==> src/rtl/ov7670_sccb_master_if.sv <==
// rtl/ov7670_sccb_master_if.sv - handshake and SCCB pin bundle for the OV7670 SCCB write master
interface ov7670_sccb_master_if;
  logic       sccb_start;
  logic [7:0] sccb_addr;
  logic [7:0] sccb_data;
  logic       sccb_ready;
  logic       sccb_nack;
  logic       sioc;
  logic       siod_out;
  logic       siod_oe;
  logic       siod_in;

  // Sequencer / pad side: issues requests and returns the SIOD readback
  modport master (
    output sccb_start, sccb_addr, sccb_data, siod_in,
    input  sccb_ready, sccb_nack, sioc, siod_out, siod_oe
  );

  // Write master side
  modport slave (
    input  sccb_start, sccb_addr, sccb_data, siod_in,
    output sccb_ready, sccb_nack, sioc, siod_out, siod_oe
  );
endinterface

==> src/rtl/ov7670_sccb_master.sv <==
// rtl/ov7670_sccb_master.sv - SCCB 3-phase write master (start, ID, register, data, stop)
module ov7670_sccb_master #(
  parameter int          CLK_FREQ  = 25_000_000,
  parameter int          SCCB_FREQ = 100_000,
  parameter logic [7:0]  DEV_ADDR  = 8'h42
) (
  input logic               clk,
  input logic               reset,
  ov7670_sccb_master_if.slave bus
);

  localparam int QTR = CLK_FREQ / (4 * SCCB_FREQ);
  localparam int QW  = (QTR < 2) ? 1 : $clog2(QTR);
  localparam logic [QW-1:0] QLAST = QW'(QTR - 1);

  if (QTR < 2) begin : g_qtr_check
    $error("ov7670_sccb_master: CLK_FREQ/(4*SCCB_FREQ) must be at least 2");
  end

  typedef enum logic [2:0] {S_IDLE, S_START, S_BIT, S_STOP, S_BUF} state_t;

  state_t        r_state;
  logic [1:0]    r_quarter;
  logic [4:0]    r_bit;
  logic [QW-1:0] r_qcnt;
  logic [23:0]   r_shift;
  logic [1:0]    r_sync;
  logic          r_ready;
  logic          r_nack;
  logic          r_sioc;
  logic          r_oe;
  logic          r_out;

  logic w_accept;
  logic w_tick;
  logic w_dc;

  // Bit slots 8, 17 and 26 are the SCCB don't-care (ACK) positions
  function automatic logic f_dc(input logic [4:0] b);
    return (b == 5'd8) || (b == 5'd17) || (b == 5'd26);
  endfunction

  // Pin levels {sioc, siod_oe, siod_out} for a given position in the frame
  function automatic logic [2:0] f_pins(input state_t s, input logic [1:0] q,
                                        input logic [4:0] b, input logic d);
    logic [2:0] p;
    p = 3'b111;
    case (s)
      S_START: p = {~q[1], 1'b1, 1'b0};
      S_BIT:   p = f_dc(b) ? {(q == 2'd1) || (q == 2'd2), 1'b0, 1'b1}
                           : {(q == 2'd1) || (q == 2'd2), 1'b1, d};
      S_STOP:  p = {(q != 2'd0), 1'b1, q[1]};
      default: p = 3'b111;
    endcase
    return p;
  endfunction

  assign w_accept = bus.sccb_start & r_ready;
  assign w_tick   = (r_state != S_IDLE) && (r_qcnt == QLAST);
  assign w_dc     = f_dc(r_bit);

  assign bus.sccb_ready = r_ready;
  assign bus.sccb_nack  = r_nack;
  assign bus.sioc       = r_sioc;
  assign bus.siod_oe    = r_oe;
  assign bus.siod_out   = r_out;

  // Frame sequencer: quarter timing, bit shifting, registered pin drive and status flags
  always_ff @(posedge clk or posedge reset) begin
    if (reset) begin
      r_state   <= S_IDLE;
      r_quarter <= 2'd0;
      r_bit     <= 5'd0;
      r_qcnt    <= '0;
      r_shift   <= 24'd0;
      r_sync    <= 2'b00;
      r_ready   <= 1'b1;
      r_nack    <= 1'b0;
      r_sioc    <= 1'b1;
      r_oe      <= 1'b1;
      r_out     <= 1'b1;
    end else begin
      r_sync <= {r_sync[0], bus.siod_in};

      if (r_state == S_IDLE || w_tick) r_qcnt <= '0;
      else                             r_qcnt <= r_qcnt + QW'(1);

      // Slave ACK sampled late in the high phase of each don't-care bit
      if (w_tick && r_state == S_BIT && r_quarter == 2'd2 && w_dc && r_sync[1])
        r_nack <= 1'b1;

      if (r_state == S_IDLE) begin
        if (w_accept) begin
          r_state   <= S_START;
          r_quarter <= 2'd0;
          r_bit     <= 5'd0;
          r_shift   <= {DEV_ADDR, bus.sccb_addr, bus.sccb_data};
          r_ready   <= 1'b0;
          r_nack    <= 1'b0;
          {r_sioc, r_oe, r_out} <= 3'b110;
        end
      end else if (w_tick) begin
        r_quarter <= r_quarter + 2'd1;
        if (r_quarter != 2'd3) begin
          {r_sioc, r_oe, r_out} <= f_pins(r_state, r_quarter + 2'd1, r_bit, r_shift[23]);
        end else begin
          case (r_state)
            S_START: begin
              r_state <= S_BIT;
              r_bit   <= 5'd0;
              {r_sioc, r_oe, r_out} <= f_pins(S_BIT, 2'd0, 5'd0, r_shift[23]);
            end
            S_BIT: begin
              if (r_bit == 5'd26) begin
                r_state <= S_STOP;
                {r_sioc, r_oe, r_out} <= f_pins(S_STOP, 2'd0, 5'd0, 1'b0);
              end else if (!w_dc) begin
                r_bit   <= r_bit + 5'd1;
                r_shift <= {r_shift[22:0], 1'b0};
                {r_sioc, r_oe, r_out} <= f_pins(S_BIT, 2'd0, r_bit + 5'd1, r_shift[22]);
              end else begin
                r_bit <= r_bit + 5'd1;
                {r_sioc, r_oe, r_out} <= f_pins(S_BIT, 2'd0, r_bit + 5'd1, r_shift[23]);
              end
            end
            S_STOP: begin
              r_state <= S_BUF;
              {r_sioc, r_oe, r_out} <= 3'b111;
            end
            default: begin
              r_state <= S_IDLE;
              r_ready <= 1'b1;
              {r_sioc, r_oe, r_out} <= 3'b111;
            end
          endcase
        end
      end
    end
  end

endmodule

==> src/flat_wrapper.sv <==
// flat-port wrapper written by rule: the top's interface ports become plain ports
module ov7670_sccb_master_flat 
#(
  parameter int          CLK_FREQ  = 25_000_000,
  parameter int          SCCB_FREQ = 100_000,
  parameter logic [7:0]  DEV_ADDR  = 8'h42
)
  (clk, reset, bus_sccb_start, bus_sccb_addr, bus_sccb_data, bus_siod_in, bus_sccb_ready, bus_sccb_nack, bus_sioc, bus_siod_out, bus_siod_oe);
  ov7670_sccb_master_if bus_i ();
  input logic clk;
  input logic reset;
  input wire logic [$bits(bus_i.sccb_start)-1:0] bus_sccb_start;
  input wire logic [$bits(bus_i.sccb_addr)-1:0] bus_sccb_addr;
  input wire logic [$bits(bus_i.sccb_data)-1:0] bus_sccb_data;
  input wire logic [$bits(bus_i.siod_in)-1:0] bus_siod_in;
  output wire logic [$bits(bus_i.sccb_ready)-1:0] bus_sccb_ready;
  output wire logic [$bits(bus_i.sccb_nack)-1:0] bus_sccb_nack;
  output wire logic [$bits(bus_i.sioc)-1:0] bus_sioc;
  output wire logic [$bits(bus_i.siod_out)-1:0] bus_siod_out;
  output wire logic [$bits(bus_i.siod_oe)-1:0] bus_siod_oe;
  assign bus_i.sccb_start = bus_sccb_start;
  assign bus_i.sccb_addr = bus_sccb_addr;
  assign bus_i.sccb_data = bus_sccb_data;
  assign bus_i.siod_in = bus_siod_in;
  assign bus_sccb_ready = bus_i.sccb_ready;
  assign bus_sccb_nack = bus_i.sccb_nack;
  assign bus_sioc = bus_i.sioc;
  assign bus_siod_out = bus_i.siod_out;
  assign bus_siod_oe = bus_i.siod_oe;
  ov7670_sccb_master #(.CLK_FREQ(CLK_FREQ), .SCCB_FREQ(SCCB_FREQ), .DEV_ADDR(DEV_ADDR)) u_core (.clk(clk), .reset(reset), .bus(bus_i));
endmodule
==> config.mk <==
export PLATFORM = sky130hd
export DESIGN_NAME = ov7670_sccb_master_flat
export DESIGN_NICKNAME = d
export VERILOG_FILES = /design/src/rtl/ov7670_sccb_master_if.sv /design/src/rtl/ov7670_sccb_master.sv /design/src/flat_wrapper.sv
export SDC_FILE = /design/constraint.sdc
export NUM_CORES = 1
export LEC_CHECK = 0
export BUFFER_PORTS_ARGS = -buffer_cell sky130_fd_sc_hd__buf_2
export CAP_MARGIN = 10
export CORE_ASPECT_RATIO = 0.5
export CORE_MARGIN = 1
export CORE_UTILIZATION = 50
export DETAILED_ROUTE_END_ITERATION = 8
export PLACE_DENSITY = 0.69
export RECOVER_POWER = 100
export SYNTH_ARGS = -nofsm -noshare
export SYNTH_HDL_FRONTEND = slang
export SYNTH_SLANG_ARGS = --single-unit
export TNS_END_PERCENT = 30
==> constraint.sdc <==
create_clock -name clk -period 2.2 [get_ports clk]
set_input_delay 0.44 -clock clk [delete_from_list [all_inputs] [get_ports clk]]
set_output_delay 0.44 -clock clk [all_outputs]
set_load 0.01 [all_outputs]
# [Word-level counts from Yosys, hierarchy flattened]
# Index checks and enable logic that the tools add are counted.
[classes] order_cmp=0 n_eq_ne=21 mul=0 n_bitwise=2 n_reduce_logical=23 muxes=54 div_mod_pow=0 n_addsub=3 n_shift=0
[op_table] cell="2-to-1 mux 24 bit" n=7
[op_table] cell="2-to-1 mux 1 bit" n=25
[op_table] cell="2-to-1 mux 5 bit" n=5
[op_table] cell="equality test 5 bit, second input constant" n=4
[op_table] cell="case mux 3 bit (3 select lines)" n=2
[op_table] cell="2-to-1 mux 3 bit" n=5
[op_table] cell="2-to-1 mux 2 bit" n=6
[op_table] cell="equality test 5 x 4 -> 1 bit, second input constant" n=2
[op_table] cell="case mux 5 bit (2 select lines)" n=1
[op_table] cell="inequality test 2 x 1 -> 1 bit, second input constant" n=4
[op_table] cell="AND reduction 4 bit" n=2
[op_table] cell="adder 6 x 1 -> 6 bit, second input constant" n=1
[op_table] cell="equality test 3 x 2 -> 1 bit, second input constant" n=2
[op_table] cell="equality test 6 bit, second input constant" n=1
[op_table] cell="logical OR 1 bit" n=6
[op_table] cell="2-to-1 mux 6 bit" n=1
[op_table] cell="inequality test 3 x 2 -> 1 bit, second input constant" n=2
[op_table] cell="AND reduction 6 bit" n=1
[op_table] cell="nonzero test 2 bit" n=3
[op_table] cell="nonzero test 3 bit" n=2
[op_table] cell="adder 5 x 1 -> 5 bit, second input constant" n=1
[op_table] cell="logical AND 1 bit" n=5
[op_table] cell="AND reduction 5 bit" n=1
[op_table] cell="equality test 2 bit, second input constant" n=2
[op_table] cell="10 further kinds" n=12
[word_totals] word_cells=114 out_inout_bits=5 regBits=47 in_bits=20 latch_bits=0 ramBits=0 n_memories=0 romBits=0

# [Longest topological paths before layout]
# Gate-level depths: netlist of the first run.
[depth] ltp_word=11 ltp_mapped=9

# [Least setup slack after synthesis of the first run]
# Ideal clock, no wire load.
[synth_timing] path_type="register to register" from="register u_core.r_bit[0]" to="register u_core.r_bit[4]" slack_ps=323 path_buffers=0 setup_ps=95 arrival_time_ps=1781 stages_incl_launch_ff=8 cell_sequence="dfrtp_1 -> inv_1 -> ha_1 -> and4b_1 -> o21ai_0 -> o2111ai_2 -> or2_1 -> o31ai_1"
[synth_via] elab_chain_cells=6
[synth_lines] item="start: declaration" line_no="ov7670_sccb_master.sv:24" text="logic [4:0] r_bit;"
[synth_lines] item="start signal: assignment" line_no="ov7670_sccb_master.sv:118" text="r_bit <= r_bit + 5'd1;"
[synth_lines] item="start signal: assignment" line_no="ov7670_sccb_master.sv:122" text="r_bit <= r_bit + 5'd1;"
[synth_lines] item="adder 5 x 1 -> 5 bit" line_no="ov7670_sccb_master.sv:118, ov7670_sccb_master.sv:122"
[synth_lines] item="2-to-1 mux 5 bit" line_no="ov7670_sccb_master.sv:114" text="if (r_bit == 5'd26) begin"
[synth_lines] item="case mux 5 bit (2 select lines)" line_no="ov7670_sccb_master.sv:107" text="case (r_state)"
[synth_lines] item="2-to-1 mux 5 bit" line_no="ov7670_sccb_master.sv:104" text="if (r_quarter != 2'd3) begin"
[synth_lines] item="2-to-1 mux 5 bit" line_no="ov7670_sccb_master.sv:102" text="end else if (w_tick) begin"
[synth_lines] item="2-to-1 mux 5 bit" line_no="ov7670_sccb_master.sv:92" text="if (r_state == S_IDLE) begin"
# Several ways; a longest one is shown, not always the timed one. The select of a mux whose other input is x is not followed.
# A chain may end at the register's enable or synchronous reset.

# [Final worst setup path of the first run]
# Ends and elaborated chain as after synthesis.

==> metrics.yaml, run 1 <==
nNetsFinal: 329
worstPathArrival_ps: 2270
viasPerCell: 5.61
drv_cap: 0
p_comb_frac: 0.269
synth_compound_area_frac: 0.196
grt_util_all_layers: 0.228
antenna_found_initial: 0
cts_htree_levels: 2
drive_gt1_frac: 0.151
cts_root_buf: "clkbuf_8"
power_leakage_nw: 1.19
grt_start_max_net_pins: 35
synth_cells: 273
synth_ff_type: "dfrtp_1"
synthAdderAreaFrac: 0.0501
die_width_um: 102
io_pins: 25
reg2regPathDepth: 7
grt.overflow.total: 0
setup_viol: 0
rsz0062_at_grt: "no"
final_area_um2: 2770
start_util: 0.544
syn_nets: 303
fmax_ghz: 0.484
critPathKind: "reg -> reg"
synth_xor_xnor_area_share: 0.0140
slew_viol_final: 0
postRouteAntennaNets: 0
critPathLaunchType: "flip-flop"
routed_wl_mm: 5.27
io_buffers: 24
grt_pass1_vias: 1931
crit_fanout: 8
cts_buffer_depth: 2
synth_warnings: 0
drc: 0
path_clk_slew_ps: 90
cts_tree: "done"
seq_area_frac_synth: 0.473
hold_class: "in -> reg"
die-height_um: 52.0
cp_top_family: "compound AO/OA/AOI/OAI gates"
cts_hold_buf: 0
synthDistinctLibCells: 48
p_sw_mw: 0.831
p_per_area_nw_per_um2: 877
avgSynthCellArea_um2: 9.15
holdPathEnd: "u_core.r_sync[0]"
ir_worst_vdd_uv: 496
final_common_cell: "nand2_1"
synthToLayoutAreaGrowth_pct: 11.0
worstHoldStart: "bus_siod_in"
dpl.hpwl_mm: 3.70
cts_made_buffers: 5
postCtsSetupBuffers: 0
intPower_mw: 1.60
drt-initial-drc-count: 81
worst_slew_margin_rel: 0.325
syn_area_um2: 2500
r2r_end: "u_core.r_bit[4]"
placed_area_um2: 2710
synthSimpleGateAreaFrac: 0.213
p_clk_frac: 0.209
holdPathStages: 1
hold_viol_final: 0
finalCriticalPeriod_ps: 2070
clock_skew_ps: 8.07
synth_top_cell_by_area: "dfrtp_1"
cp-end-kind: "flip-flop"
vias: 2048
routabilityCongestion: 0.836
fin_tns_setup_ps: 0
grt_pass1_wl_mm: 9.00
async_flop_share: 1.00
num-fill-cells: 430
rows: 17
wl_per_cell_um: 14.4
cts_sinks: 47
max_stage_delay_ps: 440
r2r_slack_ps: 130
post-route-period-util: 0.940
critPathBufInv: 1
status: "completed"
r2r-start: "u_core.r_bit[0]"
synth.area.top_cells: "dfrtp_1, nand2_1, nor2_1"
clock_latency_ps: 300
synth_top_family_by_area: "simple AND/OR/NAND/NOR gates"
crit_chain: "inv_1 > ha_1 > and4b_1 > o21ai_0 > o2111ai_2 > or2_0 > o31ai_1"
drt-pass1-iter-count: 4
power_frac_seq: 0.522
die_area_um2: 5300
synth-edff-count: 0
n_antenna_cell: 0
netlist.area_leader.share: 0.431
cpMaxStageDelayCell: "dfrtp_2"
synth_mux_area_frac: 0.00401
mostFrequentLayoutCells: "nand2_1, dfrtp_1, nor2_1"
placeableCoreArea_um2: 4590
worst_pin_slew_ps: 1010
sw_frac_of_total: 0.342
crit_required_ps: 2410
synth-seq-cells: 47
## flip-flops by register name, indices dropped and copies added (netlist names)
register	flops
u_core.bus.siod_oe	1
u_core.bus.siod_out	1
u_core.r_quarter	2
u_core.bus.sccb_nack	1
u_core.r_shift	24
u_core.r_sync	2
u_core.bus.sioc	1
u_core.r_state	3
u_core.r_qcnt	6
u_core.r_bit	5
u_core.bus.sccb_ready	1
## synthesized netlist by cell type, types with 2 or more instances
library cell / number
inv_1: 10
clkbuf_1: 7
nor3_2: 2
ha_1: 10
buf_6: 2
dfrtp_1: 43
a21oi_1: 7
buf_4: 2
o31ai_1: 3
a22o_1: 8
a31oi_1: 18
nor2_1: 35
xor2_1: 2
and3_1: 2
xnor2_1: 2
o311a_1: 2
nor3b_1: 2
o21ai_0: 14
or3_1: 2
a311oi_1: 3
nor3_1: 2
nand2_1: 48
o2111ai_1: 2
buf_2: 5
o21a_1: 2
dfstp_2: 4
nand3b_1: 2
nand3_1: 12
## power groups by stage
stage,sequential [mW],combinational (mW),clock (mW)
floorplan,1.27,0.487,0
global placement,1.27,0.655,0
detailed placement,1.29,0.675,0
CTS,1.27,0.678,0.525
global route,1.30,0.756,0.560
finish,1.27,0.655,0.509
## cell type report
| class | count | area (um2) | share of cell area |
|---|---|---|---|
| Multi-Input combinational cell | 200 | 1190 | 0.430 |
| Sequential cell | 47 | 1180 | 0.426 |
| Timing Repair Buffer | 35 | 196 | 0.0708 |
| Tap cell | 66 | 82.6 | 0.0298 |
| Clock buffer | 5 | 68.8 | 0.0248 |
| Inverter | 10 | 37.5 | 0.0135 |
| Clock inverter | 2 | 13.8 | 0.00496 |
## cells by family after synthesis
family                   after synthesis
XOR/XNOR                               4
multiplexers                           1
adder cells (fa/ha/maj)               10
AO/OA/AOI/OAI                         69
flip-flops                            47
buffers and inverters                 26
AND/OR/NAND/NOR                      116
## per-stage QoR
stage                     setup WS, ps  total power [mW]  utilization  hold slack, ps  cells
after global routing              19.3              2.61        0.603             223    365
final                              133              2.43        0.603             243    365
after CTS                         98.2              2.47        0.607             200    365
after floorplan                    323              1.75            -             331    273
after detailed placement           116              1.96        0.589             355    358
after global placement             206              1.93        0.589             336    358
## worst reg2reg max path, cell delays in order, from the launching register on
cell,delay (ps)
dfrtp_2,440
inv_1,100
ha_1,230
and4b_1,220
o21ai_0,190
o2111ai_2,230
or2_0,320
o31ai_1,260
## how the worst max path moves through the flow
stage / slack [ps] / cells after the start / to / start
after floorplan: 320 / 7 / u_core.r_bit[4] / u_core.r_bit[0]
after global placement: 210 / 7 / u_core.r_bit[4] / u_core.r_bit[0]
after detailed placement: 120 / 7 / u_core.r_bit[4] / u_core.r_bit[0]
after CTS: 100 / 7 / u_core.r_bit[4] / u_core.r_bit[0]
after global routing: 20 / 7 / u_core.r_bit[4] / u_core.r_bit[0]
final: 130 / 7 / u_core.r_bit[4] / u_core.r_bit[0]
## metal layers
layer | routed length, um | GRT usage | up-vias
li1 | - | - | 1010
met1 | 2560 | 0.300 | 977
met2 | 2410 | 0.379 | 57
met3 | 273 | 0.0524 | 4
met4 | 34 | 0.0667 | 0
met5 | 0 | 0 | -
## timing repair
item	4_1_cts	5_1_grt
endpoints found under the setup margin	0	2
hold endpoints to repair	0	0
resized for setup	0	1
Note: power is estimated with default switching activity, not from simulation.
==> inputs of run 2 (changes only) <==
BUFFER_PORTS_ARGS = not set   (was -buffer_cell sky130_fd_sc_hd__buf_2)
DONT_BUFFER_PORTS = 1   (was not set)
HOLD_SLACK_MARGIN = 0.12   (was not set)
PLACE_DENSITY = 0.73   (was 0.69)
==> run 2 against run 1 <==
- clock-buffer cell count is 3 higher
- largest cell class unchanged
- cell count is 6.0% lower
- total power is 0.51% higher
==> metrics.yaml, run 2 (same netlist as run 1, synthesis figures left out) <==
fmax_ghz: 0.504
n_antenna_cell: 0
slew_viol_final: 0
finalCriticalPeriod_ps: 1980
final_area_um2: 2690
cts_buffer_depth: 2
cts_root_buf: "clkbuf_8"
clock_latency_ps: 300
io_pins: 25
drt-initial-drc-count: 128
rsz0062_at_grt: "no"
nNetsFinal: 306
drc: 0
vias: 1969
dpl.hpwl_mm: 3.51
hold_viol_final: 0
start_util: 0.544
grt_pass1_vias: 1754
reg2regPathDepth: 7
placeableCoreArea_um2: 4590
die_width_um: 102
worst_slew_margin_rel: 0.485
max_stage_delay_ps: 470
setup_viol: 0
grt_use_met3: 0.0430
worstPathArrival_ps: 2170
final_common_cell: "nand2_1"
grt_pass1_wl_mm: 8.27
instances_no_fill: 343
drv_cap: 0
placed_area_um2: 2580
critPathKind: "reg -> reg"
place_ws_ps: 106
largest_register_ffs: 24
power_leakage_nw: 1.12
whs_ps: 161
dp_cells: 332
ff_latch_area_um2: 1180
grt_use_met1: 0.287
cts_tree: "done"
final_util: 0.586
p_per_area_nw_per_um2: 908
top_register: "u_core.r_shift"
routed_wl_mm: 4.91
cts_htree_levels: 2
io_buffers: 0
grt_start_max_net_pins: 35
p_total_mw: 2.45
critPathBufInv: 1
status: "completed"
antenna_found_initial: 0
fin_ws_ps: 218
crit_chain: "inv_1 > ha_1 > nand3_1 > or3_1 > nand2_1 > nand2_1 > a22o_1"
use_met2: 0.322
fin_tns_setup_ps: 0
rows: 17
crit_fanout: 8
synthToLayoutAreaGrowth_pct: 7.76
routabilityCongestion: 0.886
wl_per_cell_um: 14.3
drive_gt1_frac: 0.0903
grt-busiest-layer: "met2"
cp_top_family: "simple AND/OR/NAND/NOR gates"
post-route-period-util: 0.901
path_clk_slew_ps: 80
clock_skew_ps: 3.85
holdPathStages: 0
die-height_um: 52.0
viasPerCell: 5.74
cts_made_buffers: 5
crit_required_ps: 2390
mostFrequentLayoutCells: "nand2_1, dfrtp_1, nor2_1"
reg_top3: "u_core.r_shift (24), u_core.r_qcnt (6), u_core.r_bit (5)"
grt.overflow.total: 0
critPathLaunchType: "flip-flop"
hold_class: "in -> reg"
cp-end-kind: "flip-flop"
worst_pin_slew_ps: 773
num-fill-cells: 414
cts_sinks: 47
die_area_um2: 5300
ir_worst_vdd_uv: 533
cpMaxStageDelayCell: "or3_1"
grt_util_all_layers: 0.207
drt-pass1-iter-count: 4
multi_input_area_um2: 1190
cp_common_cell: "nand2_1"
path_depth: 7
postRouteAntennaNets: 0
==> run 2: cell count changes in the layout (fill, tap and decap cells not counted), sizes merged <==
cell,before,now
dlygate4sd3,0,1
clkinv,2,0
buf,28,9
clkbuf,12,10
==> run 2: path summary, 6_finish.rpt <==
check / slack (ps) / end / from
worst min register to register: 360 / u_core.r_sync[1] / u_core.r_sync[0]
worst max-delay path: 220 / u_core.r_shift[18] / u_core.r_qcnt[1]
max in group asynchronous: 410 / u_core.r_shift[6] / reset
worst min-delay path: 160 / u_core.r_sync[0] / bus_siod_in
worst max register to register: 220 / u_core.r_shift[18] / u_core.r_qcnt[1]
min in group asynchronous: 630 / u_core.r_sync[0] / reset
==> run 2: repair_timing <==
action                                  4_1_cts  5_1_grt
endpoints found under the setup margin        0        3
endpoints found under the hold margin        13        0
resized for setup                             0        1
hold buffers                                  1        0
setup buffers                                 0        2
==> run 2: power breakdown <==
group / switching (mW) / internal (mW) / leakage (nW)
combinational: 0.347 / 0.246 / 0.513
sequential: 0.178 / 1.11 / 0.559
clock: 0.278 / 0.287 / 0.0515
==> run 2: cell type report <==
cell class                      instances  area share
Clock buffer                            8      0.0372
Inverter                               10      0.0139
Multi-Input combinational cell        200       0.442
Sequential cell                        47       0.439
Tap cell                               66      0.0307
Timing Repair Buffer                   12      0.0367
==> run 2: per-layer routing <==
| layer | routed length, um | up-vias |
|---|---|---|
| met5 | 0 | - |
| met4 | 90 | 0 |
| met3 | 235 | 9 |
| met2 | 2190 | 53 |
| met1 | 2390 | 943 |
| li1 | - | 964 |
==> inputs of run 3 (changes only) <==
ABC_AREA = 1   (was not set)
==> run 3 against run 2 <==
- wire length down 4.0%
- cell count is 1.7% higher
- clock skew increased by 2.5 ps
- core utilization decreased by 0.93 points
- critical endpoint is now u_core.r_shift[8]
==> metrics.yaml, run 3 <==
status: "completed"
crit_fanout: 21
clock_skew_ps: 6.39
die_area_um2: 5300
placed_area_um2: 2550
async_flop_share: 1.00
seq_area_frac_synth: 0.473
reg2regPathDepth: 9
rsz0062_at_grt: "no"
synth_most_common_cell: "nand2_1"
worst_pin_slew_ps: 835
critPathLaunchType: "flip-flop"
synth_cells: 278
final_area_um2: 2650
n_antenna_cell: 0
fmax_ghz: 0.507
largest_register_ffs: 24
instances_no_fill: 349
postCtsSetupBuffers: 0
ir_worst_vdd_uv: 334
place_ws_ps: 191
post-route-period-util: 0.896
hold_class: "in -> reg"
mostFrequentLayoutCells: "nand2_1, dfrtp_1, o21ai_0"
netlist.area_leader.share: 0.431
critPathBufInv: 2
p_per_area_nw_per_um2: 535
dp_cells: 339
placeableCoreArea_um2: 4590
cts_tree: "done"
cp-end-kind: "flip-flop"
cts_htree_levels: 2
wl_per_cell_um: 13.5
fin_tns_setup_ps: 0
postRouteAntennaNets: 0
grt_pass1_wl_mm: 7.86
crit_required_ps: 2420
p_total_mw: 1.42
synth.area.top_cells: "dfrtp_1, nand2_1, mux2i_1"
max_stage_delay_ps: 450
critPathKind: "reg -> reg"
cts_sinks: 47
power_leakage_nw: 1.25
worst_slew_margin_rel: 0.443
cts_root_buf: "clkbuf_8"
synth-edff-count: 0
synth-seq-cells: 47
die_width_um: 102
fin_ws_ps: 229
setup_viol: 0
antenna_found_initial: 0
drt-initial-drc-count: 98
drt-pass1-iter-count: 4
grt_util_all_layers: 0.197
top_register: "u_core.r_shift"
syn_nets: 308
synth_top_cell_by_area: "dfrtp_1"
rows: 17
nNetsFinal: 312
synthDistinctLibCells: 36
vias: 1806
routed_wl_mm: 4.71
holdPathStages: 0
io_buffers: 0
drc: 0
hold_viol_final: 0
path_depth: 9
worstPathArrival_ps: 2190
slew_viol_final: 0
clock_latency_ps: 310
p_sw_mw: 0.319
syn_area_um2: 2500
final_common_cell: "nand2_1"
drv_cap: 0
sw_frac_of_total: 0.225
die-height_um: 52.0
start_util: 0.544
intPower_mw: 1.10
avgSynthCellArea_um2: 8.99
grt.overflow.total: 0
final_util: 0.577
synthToLayoutAreaGrowth_pct: 6.06
cts_buffer_depth: 2
synth_warnings: 0
cts_made_buffers: 5
power_frac_seq: 0.610
finalCriticalPeriod_ps: 1970
ys_top_cells_by_count: "nand2_1, dfrtp_1, inv_1"
io_pins: 25
grt_start_max_net_pins: 42
dpl.hpwl_mm: 3.29
drive_gt1_frac: 0.0883
cpMaxStageDelayCell: "dfrtp_1"
routabilityCongestion: 0.883
path_clk_slew_ps: 90
whs_ps: 155
crit_chain: "inv_1 > ha_1 > nand2_1 > inv_1 > nand2_1 > nand3_2 > o21ai_4 > nand3_4 > o21ai_0"
p_clk_frac: 0.372
grt_pass1_vias: 1731
viasPerCell: 5.17
p_comb_frac: 0.018
reg_top3: "u_core.r_shift (24), u_core.r_qcnt (6), u_core.r_bit (5)"
cp_top_family: "simple AND/OR/NAND/NOR gates"
synth_ff_type: "dfrtp_1"
run 3: repair_timing:
| action | 4_1_cts | 5_1_grt |
|---|---|---|
| hold buffers | 1 | 0 |
| endpoints found under the setup margin | 0 | 13 |
| endpoints found under the hold margin | 21 | 0 |
| gates resized for setup | 0 | 2 |
run 3: cell type report:
class	count	area, um2
fillers	409	1940
clock inverters	2	16.3
inverters	32	120
flip-flops and latches	47	1180
well taps	66	82.6
multi-input cells	193	1150
clock buffers	6	72.6
repair buffers	3	22.5
run 3: kinds of logic after synthesis:
kind of cell	share of synthesized area
and+or+nand+nor	0.234
DFF	0.473
buffers and inverters	0.0711
xor gates and xnor gates	0.00701
AOI/OAI and AO/OA	0.105
muxes	0.0601
adders and majority gates	0.0501
run 3: worst paths after layout:
| kind | startpoint | endpoint | slack, ps |
|---|---|---|---|
| worst max-delay path | u_core.r_bit[1] | u_core.r_shift[8] | 230 |
| worst min-delay path | bus_siod_in | u_core.r_sync[0] | 160 |
| worst max register to register | u_core.r_bit[1] | u_core.r_shift[8] | 230 |
| worst min register to register | u_core.r_sync[0] | u_core.r_sync[1] | 360 |
| max in group asynchronous | reset | u_core.r_sync[1] | 380 |
| min in group asynchronous | reset | u_core.r_shift[2] | 730 |
run 3: per-layer routing:
| layer | vias to the layer above | share of wire | GRT usage |
|---|---|---|---|
| li1 | 923 | - | - |
| met1 | 850 | 0.50 | 0.262 |
| met2 | 33 | 0.46 | 0.309 |
| met3 | 0 | 0.039 | 0.0685 |
| met4 | 0 | 0 | 0.0476 |
| met5 | - | 0 | 0 |
run 3: power by group through the flow:
stage	Clock, mW	Sequential [mW]	Combinational (mW)
global route	0.590	0.866	0.0315
global placement	0	0.883	0.0293
floorplan	0	0.883	0.0199
CTS	0.545	0.866	0.0319
detailed placement	0	0.883	0.0304
finish	0.528	0.865	0.0258
run 3: worst reg2reg max path, delay by kind of cell (launching register included):
kind / cells / cell delay, ps
AO/OA/AOI/OAI: 2 / 500
buffers and inverters: 2 / 170
AND/OR/NAND/NOR: 4 / 570
adder cells (fa/ha/maj): 1 / 210
flip-flops: 1 / 450
